File: src/rtl/sg_read_req_splitter_64.sv
// Splits scatter-gather elements into PCIe memory reads bounded by MRRS, 4 KB pages, element and transfer length.
// First REQ >= 3 cycles after TXN_START; REQ holds until REQ_ACK, next REQ on the same element 2 cycles after the ack.
module sg_read_req_splitter_64 #(
   parameter int C_MAX_REQ_WORDS = 1024
) (
   input  logic        CLK,
   input  logic        RST,
   input  logic        TXN_START,
   input  logic [31:0] TXN_LEN,
   input  logic [2:0]  CONFIG_MAX_READ_REQUEST_SIZE,
   input  logic        SG_VALID,
   input  logic        SG_EMPTY,
   output logic        SG_REN,
   input  logic [63:0] SG_ADDR,
   input  logic [31:0] SG_LEN,
   output logic        REQ,
   input  logic        REQ_ACK,
   output logic [63:0] REQ_ADDR,
   output logic [10:0] REQ_LEN,
   output logic        BUSY,
   output logic        DONE
);

   typedef enum logic [2:0] {
      S_IDLE,
      S_FETCH,
      S_CALC,
      S_ISSUE,
      S_FIN
   } state_t;

   localparam logic [31:0] MAX_WORDS = 32'(C_MAX_REQ_WORDS);

   state_t      state;
   logic [63:0] cur_addr;
   logic [31:0] elem_rem;
   logic [31:0] txn_rem;
   logic        fetch_hold;

   logic [2:0]  mrrs_enc;
   logic [31:0] mrrs_words;
   logic [31:0] bnd_words;
   logic [31:0] len_c;
   logic [31:0] issue_len;

   // Request length is the smallest of all five limits; each limit is at least 1.
   always_comb begin
      mrrs_enc   = (CONFIG_MAX_READ_REQUEST_SIZE > 3'd5) ? 3'd5 : CONFIG_MAX_READ_REQUEST_SIZE;
      mrrs_words = 32'd32 << mrrs_enc;
      bnd_words  = 32'd1024 - {22'd0, cur_addr[11:2]};
      len_c      = elem_rem;
      if (txn_rem < len_c) begin
         len_c = txn_rem;
      end
      if (mrrs_words < len_c) begin
         len_c = mrrs_words;
      end
      if (bnd_words < len_c) begin
         len_c = bnd_words;
      end
      if (MAX_WORDS < len_c) begin
         len_c = MAX_WORDS;
      end
   end

   assign issue_len = {21'd0, REQ_LEN};

   logic unused_sigs;
   assign unused_sigs = &{1'b0, SG_EMPTY, SG_ADDR[1:0], len_c[31:11]};

   always_ff @(posedge CLK) begin
      if (RST) begin
         state      <= S_IDLE;
         cur_addr   <= 64'd0;
         elem_rem   <= 32'd0;
         txn_rem    <= 32'd0;
         fetch_hold <= 1'b0;
         SG_REN     <= 1'b0;
         REQ        <= 1'b0;
         REQ_ADDR   <= 64'd0;
         REQ_LEN    <= 11'd0;
         BUSY       <= 1'b0;
         DONE       <= 1'b0;
      end else begin
         SG_REN <= 1'b0;
         DONE   <= 1'b0;
         case (state)
            S_IDLE: begin
               if (TXN_START) begin
                  txn_rem <= TXN_LEN;
                  BUSY    <= 1'b1;
                  state   <= (TXN_LEN == 32'd0) ? S_FIN : S_FETCH;
               end
            end
            S_FETCH: begin
               // Upstream VALID lags SG_REN by a cycle, so skip sampling right after a pop.
               if (fetch_hold) begin
                  fetch_hold <= 1'b0;
               end else if (SG_VALID) begin
                  cur_addr <= {SG_ADDR[63:2], 2'b00};
                  elem_rem <= SG_LEN;
                  SG_REN   <= 1'b1;
                  if (SG_LEN == 32'd0) begin
                     fetch_hold <= 1'b1;
                  end else begin
                     state <= S_CALC;
                  end
               end
            end
            S_CALC: begin
               REQ_ADDR <= cur_addr;
               REQ_LEN  <= len_c[10:0];
               REQ      <= 1'b1;
               state    <= S_ISSUE;
            end
            S_ISSUE: begin
               if (REQ_ACK) begin
                  REQ      <= 1'b0;
                  cur_addr <= cur_addr + {30'd0, issue_len, 2'b00};
                  elem_rem <= elem_rem - issue_len;
                  txn_rem  <= txn_rem - issue_len;
                  if (txn_rem == issue_len) begin
                     state <= S_FIN;
                  end else if (elem_rem == issue_len) begin
                     state <= S_FETCH;
                  end else begin
                     state <= S_CALC;
                  end
               end
            end
            S_FIN: begin
               DONE  <= 1'b1;
               BUSY  <= 1'b0;
               state <= S_IDLE;
            end
            default: begin
               state <= S_IDLE;
            end
         endcase
      end
   end

endmodule

File: config.mk
export PLATFORM = sky130hd
export DESIGN_NAME = sg_read_req_splitter_64
export DESIGN_NICKNAME = d
export VERILOG_FILES = /design/src/rtl/sg_read_req_splitter_64.sv
export SDC_FILE = /design/constraint.sdc
export NUM_CORES = 1
export LEC_CHECK = 0
export ABC_AREA = 1
export CORE_ASPECT_RATIO = 1.25
export CORE_MARGIN = 5
export CORE_UTILIZATION = 50
export CTS_CLUSTER_SIZE = 8
export DETAILED_ROUTE_END_ITERATION = 12
export HOLD_SLACK_MARGIN = 0.1
export PLACE_DENSITY = 0.75
export SLEW_MARGIN = 20
export SYNTH_ARGS = -nofsm -noshare
export SYNTH_HDL_FRONTEND = slang
export SYNTH_SLANG_ARGS = --single-unit
File: constraint.sdc
create_clock -name CLK -period 8.06 [get_ports CLK]
set_input_delay 1.209 -clock CLK [delete_from_list [all_inputs] [get_ports CLK]]
set_output_delay 1.209 -clock CLK [all_outputs]
set_load 0.03 [all_outputs]
==> out/metrics.csv <==
metric,value,unit
hold_violations,0,
hp-start,REQ$_SDFFE_PP0P_,
drive_above_1_share,5.118,%
grt_pass1_wl,72360,um
ant_nets,0,
max_cap_violations,0,
synth.distinct_cells,52,
port_buffers,210,
setup_viol,0,
ys.flop_type,dfxtp_1,
critPathKind,reg -> reg,
timing.slew.headroom,27.51,%
cts_buffer_depth,3,
via_per_inst,5.684,
r2r-start,elem_rem[30]$_SDFFE_PP0P_,
max_freq,178.5,MHz
initial_core_util,50.49,%
arrival,5.99,ns
hpwl,32270,um
report.power.total,8175,uW
clk_pin_slew,0.05,ns
p_comb_share,65.9,%
grt_overflow,0,
power.internal,3817,uW
die_area,31200,um2
layout_common_cells,"nand2_1, nor2_1, a21oi_1",
fp.dieW,159,um
synth-edff-count,0,
outcome,finished clean,
core_area,27480,um2
peakVddDrop,0.2667,mV
report.final.slew_viol_count,0,
crit_path_max_fanout,25,
cp_common_cell,nand2_1,
drtIter0Drc,898,
syn_area,13880,um2
synth.top_cell.area_share,29.86,%
ff2ff_path_depth,31,
rsz0062_at_grt,false,
htreeDepth,1,
drt-wirelength-per-cell,17.44,um
critPathMaxStageDelay,0.38,ns
die_h,196.3,um
hold_end,REQ$_SDFFE_PP0P_,
cts_buffers,29,
grt_pass1_vias,14350,
fin_crit,5.601,ns
cts-resized-gates,0,
grt_antenna_before_repair,2,
min_path_type,reg -> reg,
drc,0,
track_usage,27.57,%
nets,2468,
cellLeakagePower,0.006810,uW
cts_hold_buffers,0,
clock_sinks,207,
switching_power,4358,uW
dr_total_vias,14760,
crit_slowest_cell,a21oi_2,
synth.ff_latch_count,207,
powerDensity,485.4,nW/um2
ioPinCount,216,
diodes,0,
cp-end-kind,register,
area_growth,21.37,%
pwr-share-clk,13.2,%
critPathLaunchType,register,
synth_top_area_cell,dfxtp_1,
yosysSeqAreaShare,29.86,%
tns,0,ns
holdPathStages,2,
skew,0.01015,ns
firstDrtPassIters,5,
reg2reg_to,REQ_LEN[6]$_SDFFE_PP0P_,
post_cts_buffers,0,
ys_async_sr_fraction,0,%
yosysWarnings,0,
drt-total-wl,45300,um
worstSkewPairLatency,0.55,ns
synth.avg_cell_area,6.630,um2
synthCells,2093,
root_buffer,clkbuf_16,
grt_max_degree,97,
rows,68,
gp_congestion,0.9342,
period_share,69.49,%
seqPwrFrac,20.9,%
tightest_slew,1.086,ns
tritoncts,yes,
synth_area_leaders,"dfxtp_1, nand2_1, nor2_1, a21oi_1, ha_1",
switching_share,53.31,%
required,8.45,ns
r2r_slack,2.46,ns
final_common_cell,nand2_1,
-- through the flow --
| step | setup slack, ns | utilization [%] | hold slack [ns] | cells | cell area, um2 |
|---|---|---|---|---|---|
| 6_report | 2.459 | 61.28 | 0.4667 | 2597 | 16840 |
| 5_1_grt | 1.898 | 61.28 | 0.4815 | 2597 | 16840 |
| 4_1_cts | 2.485 | 61.28 | 0.4681 | 2597 | 16840 |
| 3_5_place_dp | 2.531 | 58.59 | 0.4595 | 2566 | 16100 |
| 3_3_place_gp | 2.548 | 58.59 | 0.4521 | 2566 | 16100 |
| 2_1_floorplan | 3.279 | - | 0.4409 | 2096 | 13890 |
-- cell families (layout without fill, tap and decap cells) --
| family | count (synthesis) | after routing | share of synthesized area (%) |
|---|---|---|---|
| adders and majority gates | 84 | 84 | 7.737 |
| buffers and inverters | 310 | 461 | 8.656 |
| AOI/OAI and AO/OA | 518 | 518 | 20.96 |
| and+or+nand+nor | 908 | 908 | 28.65 |
| xor gates and xnor gates | 65 | 65 | 4.103 |
| other | 1 | 4 | 0.02703 |
| DFF | 207 | 207 | 29.86 |
-- flip-flops by register name, indices dropped and copies added (netlist names) --
| signal | flops |
|---|---|
| REQ_ADDR | 62 |
| cur_addr | 62 |
| elem_rem | 32 |
| txn_rem | 32 |
| REQ_LEN | 11 |
| state | 3 |
| BUSY | 1 |
| DONE | 1 |
| REQ | 1 |
| SG_REN | 1 |
| fetch_hold | 1 |
-- per-layer routing --
| layer | vias to the layer above | GRT usage (%) | part of all wire (%) |
|---|---|---|---|
| li1 | 7307 | - | - |
| met2 | 492 | 48.87 | 49 |
| met4 | 4 | 11.82 | 4.5 |
| met3 | 123 | 4.728 | 6.2 |
| met1 | 6835 | 32.78 | 40 |
| met5 | - | 0 | 0.042 |
-- worst max-delay path: cells and delay by family (launching register included) --
family | cells | cell delay, ns
simple gates | 17 | 1.90
flops | 1 | 0.31
fa+ha+maj | 3 | 0.90
buf+inv | 3 | 0.50
compound gates | 8 | 1.78
-- power groups by stage --
stage | Sequential (uW) | Combinational, uW | Clock, uW
floorplan | 1830 | 3860 | 0
global placement | 1710 | 5240 | 0
detailed placement | 1710 | 5320 | 0
CTS | 1700 | 5360 | 1100
global route | 1750 | 6020 | 1140
finish | 1710 | 5390 | 1080
-- final cells by class --
type	instances	area (um2)
Tap cell	350	437.9
Timing Repair Buffer	218	2160
Multi-Input combinational cell	1579	8562
Clock buffer	30	729.5
Sequential cell	207	4144
Clock inverter	1	8.758
Fill cell	2591	10640
Inverter	212	799.5
-- synthesized netlist by cell type (4+ instances only) --
master	n
o21ai_1	10
xor2_1	47
a31oi_1	4
nor2_1	314
o221ai_1	27
o211ai_1	23
inv_2	9
o21ai_2	5
nor2_2	13
clkbuf_1	81
ha_1	81
buf_1	7
nand3_1	67
nand2_4	5
or4_1	5
buf_2	6
a221oi_1	9
nand2_1	367
nor4_1	28
nand3_2	6
o31ai_1	4
dfxtp_1	207
nand3b_1	11
inv_1	201
o21ai_0	184
nor3_1	34
nand4_1	29
xnor2_1	18
a21oi_1	221
a211oi_1	13
a21oi_2	7
nand2_2	16
-- how the worst max path moves through the flow --
stage | depth (start not counted) | startpoint | end
after floorplan | 36 | elem_rem[29]$_SDFFE_PP0P_ | REQ_LEN[6]$_SDFFE_PP0P_
after global placement | 33 | elem_rem[30]$_SDFFE_PP0P_ | REQ_LEN[3]$_SDFFE_PP0P_
after detailed placement | 33 | elem_rem[30]$_SDFFE_PP0P_ | REQ_LEN[8]$_SDFFE_PP0P_
after CTS | 33 | elem_rem[30]$_SDFFE_PP0P_ | REQ_LEN[8]$_SDFFE_PP0P_
after global routing | 35 | elem_rem[30]$_SDFFE_PP0P_ | REQ_LEN[0]$_SDFFE_PP0P_
final | 31 | elem_rem[30]$_SDFFE_PP0P_ | REQ_LEN[6]$_SDFFE_PP0P_
(Power assumes the default switching activity.)
